$ cat src/rtl/pipe_stage_buf.sv
// Elastic pipeline-stage register with valid/ready handshake, freeze, flush,
// optional 2-entry skid buffer and a saturating freeze-cycle counter.
module pipe_stage_buf #(
    parameter int unsigned       WIDTH     = 64,
    parameter int unsigned       SKID      = 1,
    parameter logic [WIDTH-1:0]  FLUSH_VAL = '0,
    parameter int unsigned       CNT_W     = 16
) (
    input  logic             clk,
    input  logic             rst,
    input  logic             flush,
    input  logic             freeze,
    input  logic             in_valid,
    input  logic [WIDTH-1:0] in_data,
    output logic             in_ready,
    output logic             out_valid,
    output logic [WIDTH-1:0] out_data,
    input  logic             out_ready,
    output logic [1:0]       occupancy,
    output logic [CNT_W-1:0] stall_cnt
);

    localparam bit               HAS_SKID = (SKID != 0);
    localparam logic [CNT_W-1:0] CNT_MAX  = '1;

    logic             main_v_q, main_v_d;
    logic [WIDTH-1:0] main_d_q, main_d_d;
    logic             skid_v_q, skid_v_d;
    logic [WIDTH-1:0] skid_d_q, skid_d_d;
    logic [CNT_W-1:0] stall_q,  stall_d;
    logic             push, pop;

    // With a skid entry, ready depends only on local state; otherwise it follows out_ready.
    assign in_ready  = (HAS_SKID ? !skid_v_q : (!main_v_q || out_ready)) && !freeze && !flush;
    assign out_valid = main_v_q && !freeze && !flush;
    assign out_data  = main_d_q;
    assign occupancy = {1'b0, main_v_q} + {1'b0, skid_v_q};
    assign stall_cnt = stall_q;

    assign push = in_valid && in_ready;
    assign pop  = out_valid && out_ready;

    always_comb begin
        main_v_d = main_v_q;
        main_d_d = main_d_q;
        skid_v_d = skid_v_q;
        skid_d_d = skid_d_q;
        stall_d  = stall_q;

        if (flush) begin
            main_v_d = 1'b0;
            skid_v_d = 1'b0;
            main_d_d = FLUSH_VAL;
        end else if (freeze) begin
            if (stall_q != CNT_MAX) begin
                stall_d = stall_q + CNT_W'(1);
            end
        end else if (HAS_SKID) begin
            // FIFO order is main then skid; skid refills main on every pop.
            if (pop && skid_v_q) begin
                main_d_d = skid_d_q;
                skid_v_d = push;
                if (push) begin
                    skid_d_d = in_data;
                end
            end else if (pop) begin
                main_v_d = push;
                if (push) begin
                    main_d_d = in_data;
                end
            end else if (push) begin
                if (!main_v_q) begin
                    main_v_d = 1'b1;
                    main_d_d = in_data;
                end else begin
                    skid_v_d = 1'b1;
                    skid_d_d = in_data;
                end
            end
        end else begin
            if (push) begin
                main_v_d = 1'b1;
                main_d_d = in_data;
            end else if (pop) begin
                main_v_d = 1'b0;
            end
        end
    end

    always_ff @(posedge clk) begin
        if (!rst) begin
            main_v_q <= 1'b0;
            main_d_q <= FLUSH_VAL;
            skid_v_q <= 1'b0;
            skid_d_q <= '0;
            stall_q  <= '0;
        end else begin
            main_v_q <= main_v_d;
            main_d_q <= main_d_d;
            skid_v_q <= skid_v_d;
            skid_d_q <= skid_d_d;
            stall_q  <= stall_d;
        end
    end

endmodule

$ cat config.mk
export PLATFORM = sky130hd
export DESIGN_NAME = pipe_stage_buf
export DESIGN_NICKNAME = d
export VERILOG_FILES = /design/src/rtl/pipe_stage_buf.sv
export SDC_FILE = /design/constraint.sdc
export NUM_CORES = 1
export LEC_CHECK = 0
export CORE_ASPECT_RATIO = 1.25
export CORE_MARGIN = 8
export CORE_UTILIZATION = 33
export CTS_BUF_LIST = sky130_fd_sc_hd__clkbuf_4 sky130_fd_sc_hd__clkbuf_8 sky130_fd_sc_hd__clkbuf_16
export CTS_CLUSTER_DIAMETER = 30
export DETAILED_ROUTE_END_ITERATION = 12
export PLACE_DENSITY = 0.68
export SLEW_MARGIN = 20
export SYNTH_ARGS = -nofsm -noshare
export SYNTH_HDL_FRONTEND = slang
export SYNTH_SLANG_ARGS = --single-unit
$ cat constraint.sdc
create_clock -name clk -period 2.2 [get_ports clk]
set_input_delay 0.55 -clock clk [delete_from_list [all_inputs] [get_ports clk]]
set_output_delay 0.55 -clock clk [all_outputs]
set_load 0.02 [all_outputs]
## Word-level counts from Yosys, hierarchy flattened

Index checks and enable logic that the tools add are counted.

- Bits in registers: 146
- Latch bits: 0
- Memory bits (writable): 0
- Bits in read-only memories: 0
- Input bits: 70
- Output and inout port bits: 84
- Word-level logic and storage cells: 49
- Memories kept: 0

- Add/subtract/negate cells: 2
- $mul: 0
- Divide/modulo/power cells: 0
- Order comparisons: 0
- Equal/unequal tests: 4
- Shift operators: 0
- Mux-type cells: 15
- Bitwise logic cells: 4
- Reduce and logical (&&, ||, !) cells: 19

Operators by type and width:

| kind | number |
|---|---|
| 2-to-1 mux 64 bit | 9 |
| adder 16 x 1 -> 16 bit, second input constant | 1 |
| inequality test 16 bit, second input constant | 1 |
| AND reduction 3 bit | 3 |
| logical AND 1 bit | 7 |
| 2-to-1 mux 1 bit | 6 |
| AND reduction 6 bit | 1 |
| nonzero test 2 bit | 3 |
| inverter 1 bit | 4 |
| AND reduction 4 bit | 1 |
| zero test 1 bit | 3 |
| inequality test 3 x 1 -> 1 bit, second input constant | 1 |
| adder 1 x 1 -> 2 bit | 1 |
| inequality test 2 x 1 -> 1 bit, second input constant | 1 |
| inequality test 2 bit, second input constant | 1 |
| OR reduction 2 bit | 1 |

## Logic depth before layout (Yosys ltp)

Gate-level depths: netlist (run 1).

- Word-level depth: 7
- Mapped depth: 6

## Worst setup path before layout (run 1)

OpenSTA, ideal clock, no wires.

- Path type: register to register
- Start: reg stall_q[0] (netlist: stall_cnt[0])
- End: reg stall_q[14] (netlist: stall_cnt[14])
- Arrival: 1906 ps
- Required time: 2130 ps
- Setup slack: 224 ps
- Stages on the path, launching flop included: 7
- Buffers on the path: 1
- Clock period less this slack: 1976 ps
- Cells stage by stage: dfxtp_1 ha_1 nand3_1 or3b_1 buf_2 or4_1 a21oi_1

- Word-level cells in the longest chain between the ends: 2

Ends and longest elaborated chain:

| item | line | RTL |
|---|---|---|
| start, declared | 30 | `logic [CNT_W-1:0] stall_q, stall_d;` |
| start signal, assigned | 102 | `stall_q <= stall_d;` |
| branches (longest 2 deep; another with adder 16 x 1 -> 16 bit) | -- |  |

Several ways; the timed one is not identified.
A chain may end at the register's enable or synchronous reset.

## Worst setup path after layout (run 1)

- Start: reg skid_v_q
- End: out occupancy[1]

- Word-level cells in the longest chain between the ends: 1

Ends and longest elaborated chain:

| item | line | RTL |
|---|---|---|
| start, declared | 28 | `logic skid_v_q, skid_v_d;` |
| start signal, assigned | 100 | `skid_v_q <= skid_v_d;` |
| adder 1 x 1 -> 2 bit | 37 | `assign occupancy = {1'b0, main_v_q} + {1'b0, skid_v_q};` |
| end, declared | 19 | `output logic [1:0] occupancy,` |

No other way between the ends.

==> results.md, run 1 <==
Timing:
- The transition time at the pin with the least slew margin is 0.499 ns.
- Setup violations remaining at the end of the flow were counted as 0.
- Setup repair after global routing left no endpoint under its margin.
- The worst slew margin relative to its limit is 66.5%.
- Summed over all failing endpoints, the final setup total negative slack is 0 ns.
- The maximum clock skew at final layout is 0.00952 ns.
- Subtracting the final worst setup slack from the clock period gives 2.15 ns.
- Derived from the worst setup path, the maximum achievable clock frequency is 464 MHz.
- The hold violation count in the final report is 0.
- Setup slack closes at 0.0463 ns.
- The final critical path takes up 97.9% of the cycle.
- The max-slew violation total from the final report is 0.

Global routing:
- The final global-route overflow total is 0.
- Global routing used 15.7% of the available tracks across all layers.
- The largest net degree at the start of global routing is 76.
- The initial antenna violation count is 0.
- The first global-routing pass estimated 28,000 um of wire.
- The number of global-route vias before repair is 5,385.

Clocking:
- The CTS tree is yes.
- The H-tree was split into 4 levels.
- The clock tree root driver cell is sky130_fd_sc_hd__clkbuf_16.
- In this run the deepest clock path goes through 2 buffers.
- The number of clock buffers inserted by TritonCTS is 17.
- Gates resized during post-CTS repair numbered 11.
- For this design, the CTS-stage hold fixing added 0 buffers.
- After clock tree synthesis, the clock-pin slew on the worst setup and hold paths is 0.06 ns.
- The number of clock sinks is 146.
- The clock reaches the later pin of the worst-skew pair after 0.41 ns.
- The number of buffers inserted to repair setup after CTS is 0.

Routing:
- Dividing the detail-routed wire length by the instance count gives 15.1 um.
- The detailed router finished its first iteration with 273 violations.
- The routed layout has 5,586 vias.
- The routed design has 17,200 um of wire.
- The post-route DRC violation count is 0.
- The first detailed-routing pass took 5 iterations.
- In this run the remaining antenna-violating nets after routing total 0.
- The number of vias per cell after detailed routing is 4.93.

Final layout:
- The top cell types in the final layout, fill and taps aside, are 268 x sky130_fd_sc_hd__nand2_1, 150 x sky130_fd_sc_hd__clkdlybuf4s50_1, 144 x sky130_fd_sc_hd__dfxtp_1.
- The post-layout instance count excluding filler cells is 1,134.
- The antenna cell count is 0.
- The growth of design area from synthesis to finish is 43.5%.
- The total area of sequential cells is 0.00293 mm2.
- Counting the fill cells in the layout gives 1,721.
- The area occupied by multi-input gates is 0.00264 mm2.
- The count of nets after finishing is 969.
- The ratio of cells with drive above 1 in the final layout is 8.57%.
- The library cell used most frequently in the layout, excluding fill and tap cells, is sky130_fd_sc_hd__nand2_1.
- Summing all non-filler instances in the final layout gives an area of 0.00828 mm2.

Floorplanning:
- In this run the count of I/O pins placed on the die edge is 154.
- The floorplan die height is 164 um.
- Once the floorplan was initialized, standard cells occupied 33.3% of the core.
- The die width is 134 um.
- In this run the core area contains 54 standard-cell rows.
- The area of the placeable core is 0.0173 mm2.
- The area enclosed by the die boundary is 0.0220 mm2.

Setup path:
- The critical path goes through ha_1 -> clkdlybuf4s50_1.
- In this run the worst setup path terminates at occupancy[1].
- The number of buffers and inverters on the critical path is 1.
- The startpoint identified for the worst register-to-register timing path is stall_cnt[1].
- The delay of the slowest critical-path stage is 0.59 ns.
- The setup check on the worst reg-to-reg path leaves a slack of 0.28 ns.
- Data arrives at the worst endpoint at 1.60 ns.
- The worst reg2reg path endpoint is stall_cnt[14].
- The depth of the most critical reg-to-reg path is 5.
- The largest individual stage delay along the critical path comes from the cell sky130_fd_sc_hd__clkdlybuf4s50_1.
- The capturing element type of the critical path is an output port.
- The beginning of the critical path is skid_v_q.
- In this run the number of cells on the critical path is 2.
- The worst path required time is 1.65 ns.
- Broken down by cell family, the worst path's largest delay share belongs to buffers and inverters.
- The critical path in this run is classified as register to output port.
- Along the worst path, the maximum fanout reaches 8.
- STA classifies the critical path startpoint as a register.

Placement:
- The wire-length estimate of the detail-placed layout is 11,200 um.
- The port buffer count is 153.
- After detailed placement, the design holds a cell count of 1,102.
- OpenSTA, run right after detailed placement, puts the worst setup slack at -0.378 ns.
- Routability-driven placement finished with a final weighted congestion of 0.777.
- The area after detailed placement is 0.00775 mm2.

Synth:
- The count of flip-flops with a built-in enable after synthesis is 0.
- In this run the biggest area consumer among cell types represents 50.7% of the synthesized area.
- The Yosys step of the flow raised 0 warnings.
- Summing every instance area after synthesis gives 0.00577 mm2.
- The part of the Yosys area used for sequential elements is 50.7%.
- Among all flip-flop cells after synthesis, the most frequent one is sky130_fd_sc_hd__dfxtp_1.
- The number of flip-flops and latches in the synthesized netlist is 146.
- The post-synthesis average cell area is 7.67 um2.
- The total nets after synthesis is 824.
- Synthesis handed over a netlist of 752 instances.
- The unique cell type count in the Yosys netlist is 33.
- After synthesis, the cell types taking the most area are sky130_fd_sc_hd__dfxtp_1 51%, sky130_fd_sc_hd__nand2_1 18%, sky130_fd_sc_hd__a31oi_1 7.2%, sky130_fd_sc_hd__a21oi_1 6.7%, sky130_fd_sc_hd__o21ai_0 6.0%.
- The largest area contributor in the synthesized netlist is sky130_fd_sc_hd__dfxtp_1.
- After synthesis, the share of flip-flops with an asynchronous set or reset is 0%.

Power and ir drop:
- The reported leakage power is 0.00291 uW.
- The total power divided by cell area is 692 mW/mm2.
- The total design power is 5730 uW.
- The internal power of the cells is 4420 uW.
- Across the VDD grid, the largest voltage drop is 0.377 mV.
- The proportion of total power due to net switching is 22.9%.
- The combinational group share of total power is 7.3%.
- The share of total power dissipated in sequential elements is 47.0%.
- In this run the power spent charging and discharging nets is 1310 uW.
- The clock share of power is 45.6%.

Hold path:
- In this run the worst hold path is classified as register to register.
- The instance count along the most critical hold path is 2.

Run:
- The number of maximum-capacitance violations is 0.

Status:
- The run finished with clean final reports.
[logic make-up (layout without fill, tap and decap cells)]
| family | count (synthesis) | in the layout | synth area share, % |
|---|---|---|---|
| AOI/OAI and AO/OA | 221 | 221 | 21.1 |
| buffers and inverters | 60 | 218 | 3.97 |
| DFF | 146 | 146 | 50.7 |
| muxes | 4 | 4 | 0.694 |
| and+or+nand+nor | 319 | 319 | 23.2 |
| adders and majority gates | 2 | 2 | 0.434 |
[registers in the layout, summed over array words and instances (netlist names)]
| name | count |
|---|---|
| main_v_q | 1 |
| out_data | 64 |
| skid_d_q | 64 |
| skid_v_q | 1 |
| stall_cnt | 16 |
[how the worst min path moves through the flow]
stage                       startpoint      endpoint  slack [ns]
final                     skid_d_q[13]  skid_d_q[13]        0.45
after global routing      skid_d_q[10]  skid_d_q[10]        0.47
after CTS                 skid_d_q[56]  skid_d_q[56]        0.45
after detailed placement  skid_d_q[12]  skid_d_q[12]        0.45
after global placement    skid_d_q[17]  skid_d_q[17]        0.44
after floorplan            skid_d_q[0]   skid_d_q[0]        0.44
[worst min-delay path: stages, from the launching register on]
cell                      delay [ns]
sky130_fd_sc_hd__dfxtp_1        0.31
sky130_fd_sc_hd__nand2_1        0.05
sky130_fd_sc_hd__a21oi_1        0.05
[per-layer routing]
| layer | up-vias | routed length [um] | global-route usage (%) |
|---|---|---|---|
| met4 | 0 | 324 | 6.34 |
| li1 | 2865 | - | - |
| met1 | 2561 | 7500 | 17.9 |
| met5 | - | 0 | 0 |
| met2 | 145 | 8290 | 27.1 |
| met3 | 15 | 1060 | 4.41 |
[through the flow]
stage                     util [%]  hold WS, ns
final                         47.9        0.453
after global routing          47.9        0.473
after CTS                     47.9        0.455
after detailed placement      44.8        0.447
after global placement        44.8        0.442
after floorplan                  -        0.437
[power groups by stage]
stage	Clock [uW]	Sequential (uW)	Combinational, uW
floorplan	0	2780	122
global placement	0	2750	423
detailed placement	0	2750	423
CTS	2690	2690	425
global route	2800	2700	458
finish	2620	2690	420
[final cells by class]
cell class                 instances  area share (%)
sequential                       146            35.3
clock buffer                      22            5.74
tap                              224            3.39
timing repair buffer             183            22.8
clock inverter                    10           0.741
inverter                           3           0.136
multi-input combinational        546            31.9
[cells in the mapped netlist (2+ instances only)]
cell type,count
sky130_fd_sc_hd__nor3_1,5
sky130_fd_sc_hd__buf_1,2
sky130_fd_sc_hd__inv_1,3
sky130_fd_sc_hd__nand3_1,4
sky130_fd_sc_hd__and4_1,2
sky130_fd_sc_hd__a31oi_1,66
sky130_fd_sc_hd__dfxtp_1,146
sky130_fd_sc_hd__a21oi_1,77
sky130_fd_sc_hd__clkbuf_1,52
sky130_fd_sc_hd__or4_1,6
sky130_fd_sc_hd__nand4_1,6
sky130_fd_sc_hd__buf_2,3
sky130_fd_sc_hd__o31ai_1,6
sky130_fd_sc_hd__ha_1,2
sky130_fd_sc_hd__and2_1,2
sky130_fd_sc_hd__nor2_1,7
sky130_fd_sc_hd__o21ai_0,69
sky130_fd_sc_hd__nand2b_1,6
sky130_fd_sc_hd__or3_1,3
sky130_fd_sc_hd__mux2i_1,4
sky130_fd_sc_hd__nand2_1,269
No activity file was read; power rests on OpenSTA's default activity.
==> inputs of run 2 (changes only) <==
--- a/config.mk
+++ b/config.mk
@@ -11,7 +11,6 @@
 export CTS_BUF_LIST = sky130_fd_sc_hd__clkbuf_4 sky130_fd_sc_hd__clkbuf_8 sky130_fd_sc_hd__clkbuf_16
 export CTS_CLUSTER_DIAMETER = 30
 export DETAILED_ROUTE_END_ITERATION = 12
-export PLACE_DENSITY = 0.68
 export SLEW_MARGIN = 20
 export SYNTH_ARGS = -nofsm -noshare
 export SYNTH_HDL_FRONTEND = slang
==> run 2 against run 1 <==
  * Combinational power increased by 1%
  * Largest cell class unchanged
  * Hold slack about the same
  * Sequential share of layout area decreased by 0.11 points
  * First-iteration DRC count increased by 19%
  * Global-route usage increased by 0.26 points
  * Maximum frequency increased by 0.82%
  * Via count decreased by 1.0%
  * Sequential cell count unchanged
  * Clock skew decreased by 0.0022 ns
  * Sequential power about the same
  * Wire length decreased by 0.25%
==> results.md, run 2 (same netlist as run 1, synthesis figures left out) <==
Global routing:
- The global-route usage over all layers is 16.0% (was 15.7%).
- The final global-route overflow total is 0 (unchanged).
- The number of global-route vias before repair came to 5,447 (was 5,385).
- The largest net degree at the start of global routing came to 76 (unchanged).
- The global-route wire length before repair is 28,100 um (was 28,000 um).
- The initial antenna violation count came to 0 (unchanged).

Power and ir drop:
- The reported leakage power is 0.00292 uW (was 0.00291 uW).
- The total power divided by cell area is 699 mW/mm2 (was 692 mW/mm2).
- The peak supply drop is 0.422 mV (was 0.377 mV).

Floorplanning:
- The number of placement rows is 54 (unchanged).
- The floorplan die height is 164 um (unchanged).
- The die width is 134 um (unchanged).
- The area enclosed by the die boundary was 0.0220 mm2 (unchanged).
- The area of the placeable core was 0.0173 mm2 (unchanged).
- The top-level I/O count is 154 (unchanged).
- The effective utilization at floorplan is 33.3% (unchanged).

Clocking:
- The clock tree root driver cell is sky130_fd_sc_hd__clkbuf_16 (unchanged).
- The number of clock buffers inserted by TritonCTS is 17 (unchanged).
- The total of hold buffers inserted after clock tree synthesis is 0 (unchanged).
- The CTS tree was yes (unchanged).
- The maximum clock path buffer count is 2 (unchanged).
- The number of H-tree levels was 4 (unchanged).
- The number of buffers inserted to repair setup after CTS was 0 (unchanged).
- The CTS clock-pin slew for the worst setup and hold paths is 0.05 ns (was 0.06 ns).
- The worst-skew pair later-pin latency came to 0.41 ns (about the same).
- The number of clock sinks is 146 (unchanged).

Routing:
- The number of iterations in the first detailed-routing pass is 4 (was 5).
- The overall routed net length came to 17,100 um (was 17,200 um).
- The remaining number of nets flagged by the antenna check after routing is 0 (unchanged).
- The per-cell routed wire length is 15.1 um (about the same).
- The total via count in the routed design came to 5,530 (was 5,586).
- The post-route DRC violation count is 0 (unchanged).
- The number of DRC markers in iteration 0 came to 325 (was 273).
- The number of vias per cell after detailed routing is 4.88 (was 4.93).

Run:
- The number of maximum-capacitance violations was 0 (unchanged).

Setup path:
- The critical path launch point type was a primary input (was register).
- The highest net fanout along the worst path is 4 (was 8).
- The type of the worst setup path is primary input to output port (was register to output port).
- The worst-path cell with the longest stage delay is sky130_fd_sc_hd__clkdlybuf4s50_1 (unchanged).
- The capturing element type of the critical path is an output port (unchanged).
- The delay of the slowest critical-path stage is 0.49 ns (was 0.59 ns).
- The worst path required time is 1.65 ns (about the same).
- The data arrival at the endpoint of the critical path came to 1.59 ns (was 1.60 ns).
- The buffer and inverter count on the worst path is 2 (was 1).
- List of cells traversed by the critical path: clkdlybuf4s50_1 -> nor2_1 -> and2_1 -> buf_2 (was ha_1 -> clkdlybuf4s50_1).
- The largest delay contributor family on the critical path is buffers and inverters (unchanged).

Timing:
- The final critical-path share of the clock period was 97.1% (was 97.9%).
- The smallest setup slack after layout is 0.0639 ns (was 0.0463 ns).
- The final-report setup violation count came to 0 (unchanged).
- The transition time at the pin with the least slew margin is 0.434 ns (was 0.499 ns).
- The worst slew margin relative to its limit is 70.8% (was 66.5%).
- The maximum clock rate was 468 MHz (was 464 MHz).
- The max-slew violation total from the final report came to 0 (unchanged).
- The hold slack is 0.453 ns (about the same).
- RSZ-0062 raised after global routing: no (unchanged).
- The clock period minus worst slack is 2.14 ns (was 2.15 ns).
- The hold violation count in the final report was 0 (unchanged).
- The maximum clock skew at final layout came to 0.00732 ns (was 0.00952 ns).

Placement:
- The number of placed cells counting well taps was 1,103 (was 1,102).
- The routability congestion estimate from global placement is 0.744 (was 0.777).
- The port buffer count came to 153 (unchanged).
- The total half-perimeter wirelength after legalization and detailed placement was 11,100 um (was 11,200 um).
- The worst slack after detailed placement was -0.405 ns (was -0.378 ns).

Hold path:
- The class of the tightest hold or removal check is register to register (unchanged).

Status:
- Status: complete, no violations (unchanged).

Final layout:
- The growth of design area from synthesis to finish is 43.8% (was 43.5%).
- The post-layout instance count excluding filler cells is 1,133 (was 1,134).
- The share of the core filled with cells came to 48.0% (was 47.9%).
- The count of nets after finishing was 970 (was 969).
- Leading cell types in the layout, fill and taps excluded: 268 x sky130_fd_sc_hd__nand2_1, 149 x sky130_fd_sc_hd__clkdlybuf4s50_1, 146 x sky130_fd_sc_hd__dfxtp_1 (was 268 x sky130_fd_sc_hd__nand2_1, 150 x sky130_fd_sc_hd__clkdlybuf4s50_1, 144 x sky130_fd_sc_hd__dfxtp_1).
- The antenna cell count is 0 (unchanged).
- The ratio of cells with drive above 1 in the final layout is 8.25% (was 8.57%).
- The commonest non-fill, non-tap cell in the layout is sky130_fd_sc_hd__nand2_1 (unchanged).
- The total area of sequential cells is 0.00292 mm2 (was 0.00293 mm2).
- The number of inserted filler cells in the final layout was 1,761 (was 1,721).
- The area occupied by multi-input gates is 0.00264 mm2 (about the same).
## run 2: cell count changes in the layout (fill, tap and decap cells not counted), sizes merged
cell           before  now
clkbuf             22   20
dlygate4sd2         1    2
clkinvlp            3    4
clkdlybuf4s15       0    1
clkdlybuf4s50     150  149
bufinv              0    1
clkinv              7    5
## run 2: power breakdown
| group | internal, uW | total [uW] | switching (uW) |
|---|---|---|---|
| registers | 2680 | 2690 | 16.9 |
| logic | 221 | 424 | 204 |
| clock network | 1590 | 2680 | 1100 |
## run 2: worst paths after layout
check / from / to / slack (ns) / depth (start not counted)
min reg2reg: skid_d_q[14] / skid_d_q[14] / 0.45 / 2
max reg2reg: stall_cnt[1] / stall_cnt[8] / 0.29 / 5
min: skid_d_q[14] / skid_d_q[14] / 0.45 / 2
max: freeze / out_valid / 0.06 / 4
## run 2: metal layers
metal	vias to the layer above	share of wire [%]	GRT usage, %
met5	-	0	0
met4	0	1.5	5.98
met3	17	4.4	3.89
met2	112	49	27.1
met1	2537	45	19.1
li1	2864	-	-
## run 2: through the flow
step	power [uW]	setup TNS [ns]	cell area (um2)
floorplan	2910	0	5770
global placement	3180	-4.21	7750
detailed placement	3180	-5.00	7750
CTS	5880	0	8300
global route	6030	0	8300
finish	5800	0	8300
## run 2: timing repair
item	4_1_cts	5_1_grt
setup endpoints to repair	4	1
gates resized for setup	11	0
pin swaps	0	1
## run 2: tightest hold or removal path: stages (launching register included)
cell and delay, ns:
sky130_fd_sc_hd__dfxtp_1 0.30, sky130_fd_sc_hd__nand2_1 0.05, sky130_fd_sc_hd__a21oi_1 0.05
## run 2: area by class of cell
class                           instances  share of cell area (%)
Sequential cell                       146                    35.2
Multi-Input combinational cell        546                    31.9
Timing Repair Buffer                  184                    22.9
Clock buffer                           20                    5.48
Tap cell                              224                    3.38
Clock inverter                         10                    1.07
Inverter                                3                   0.136
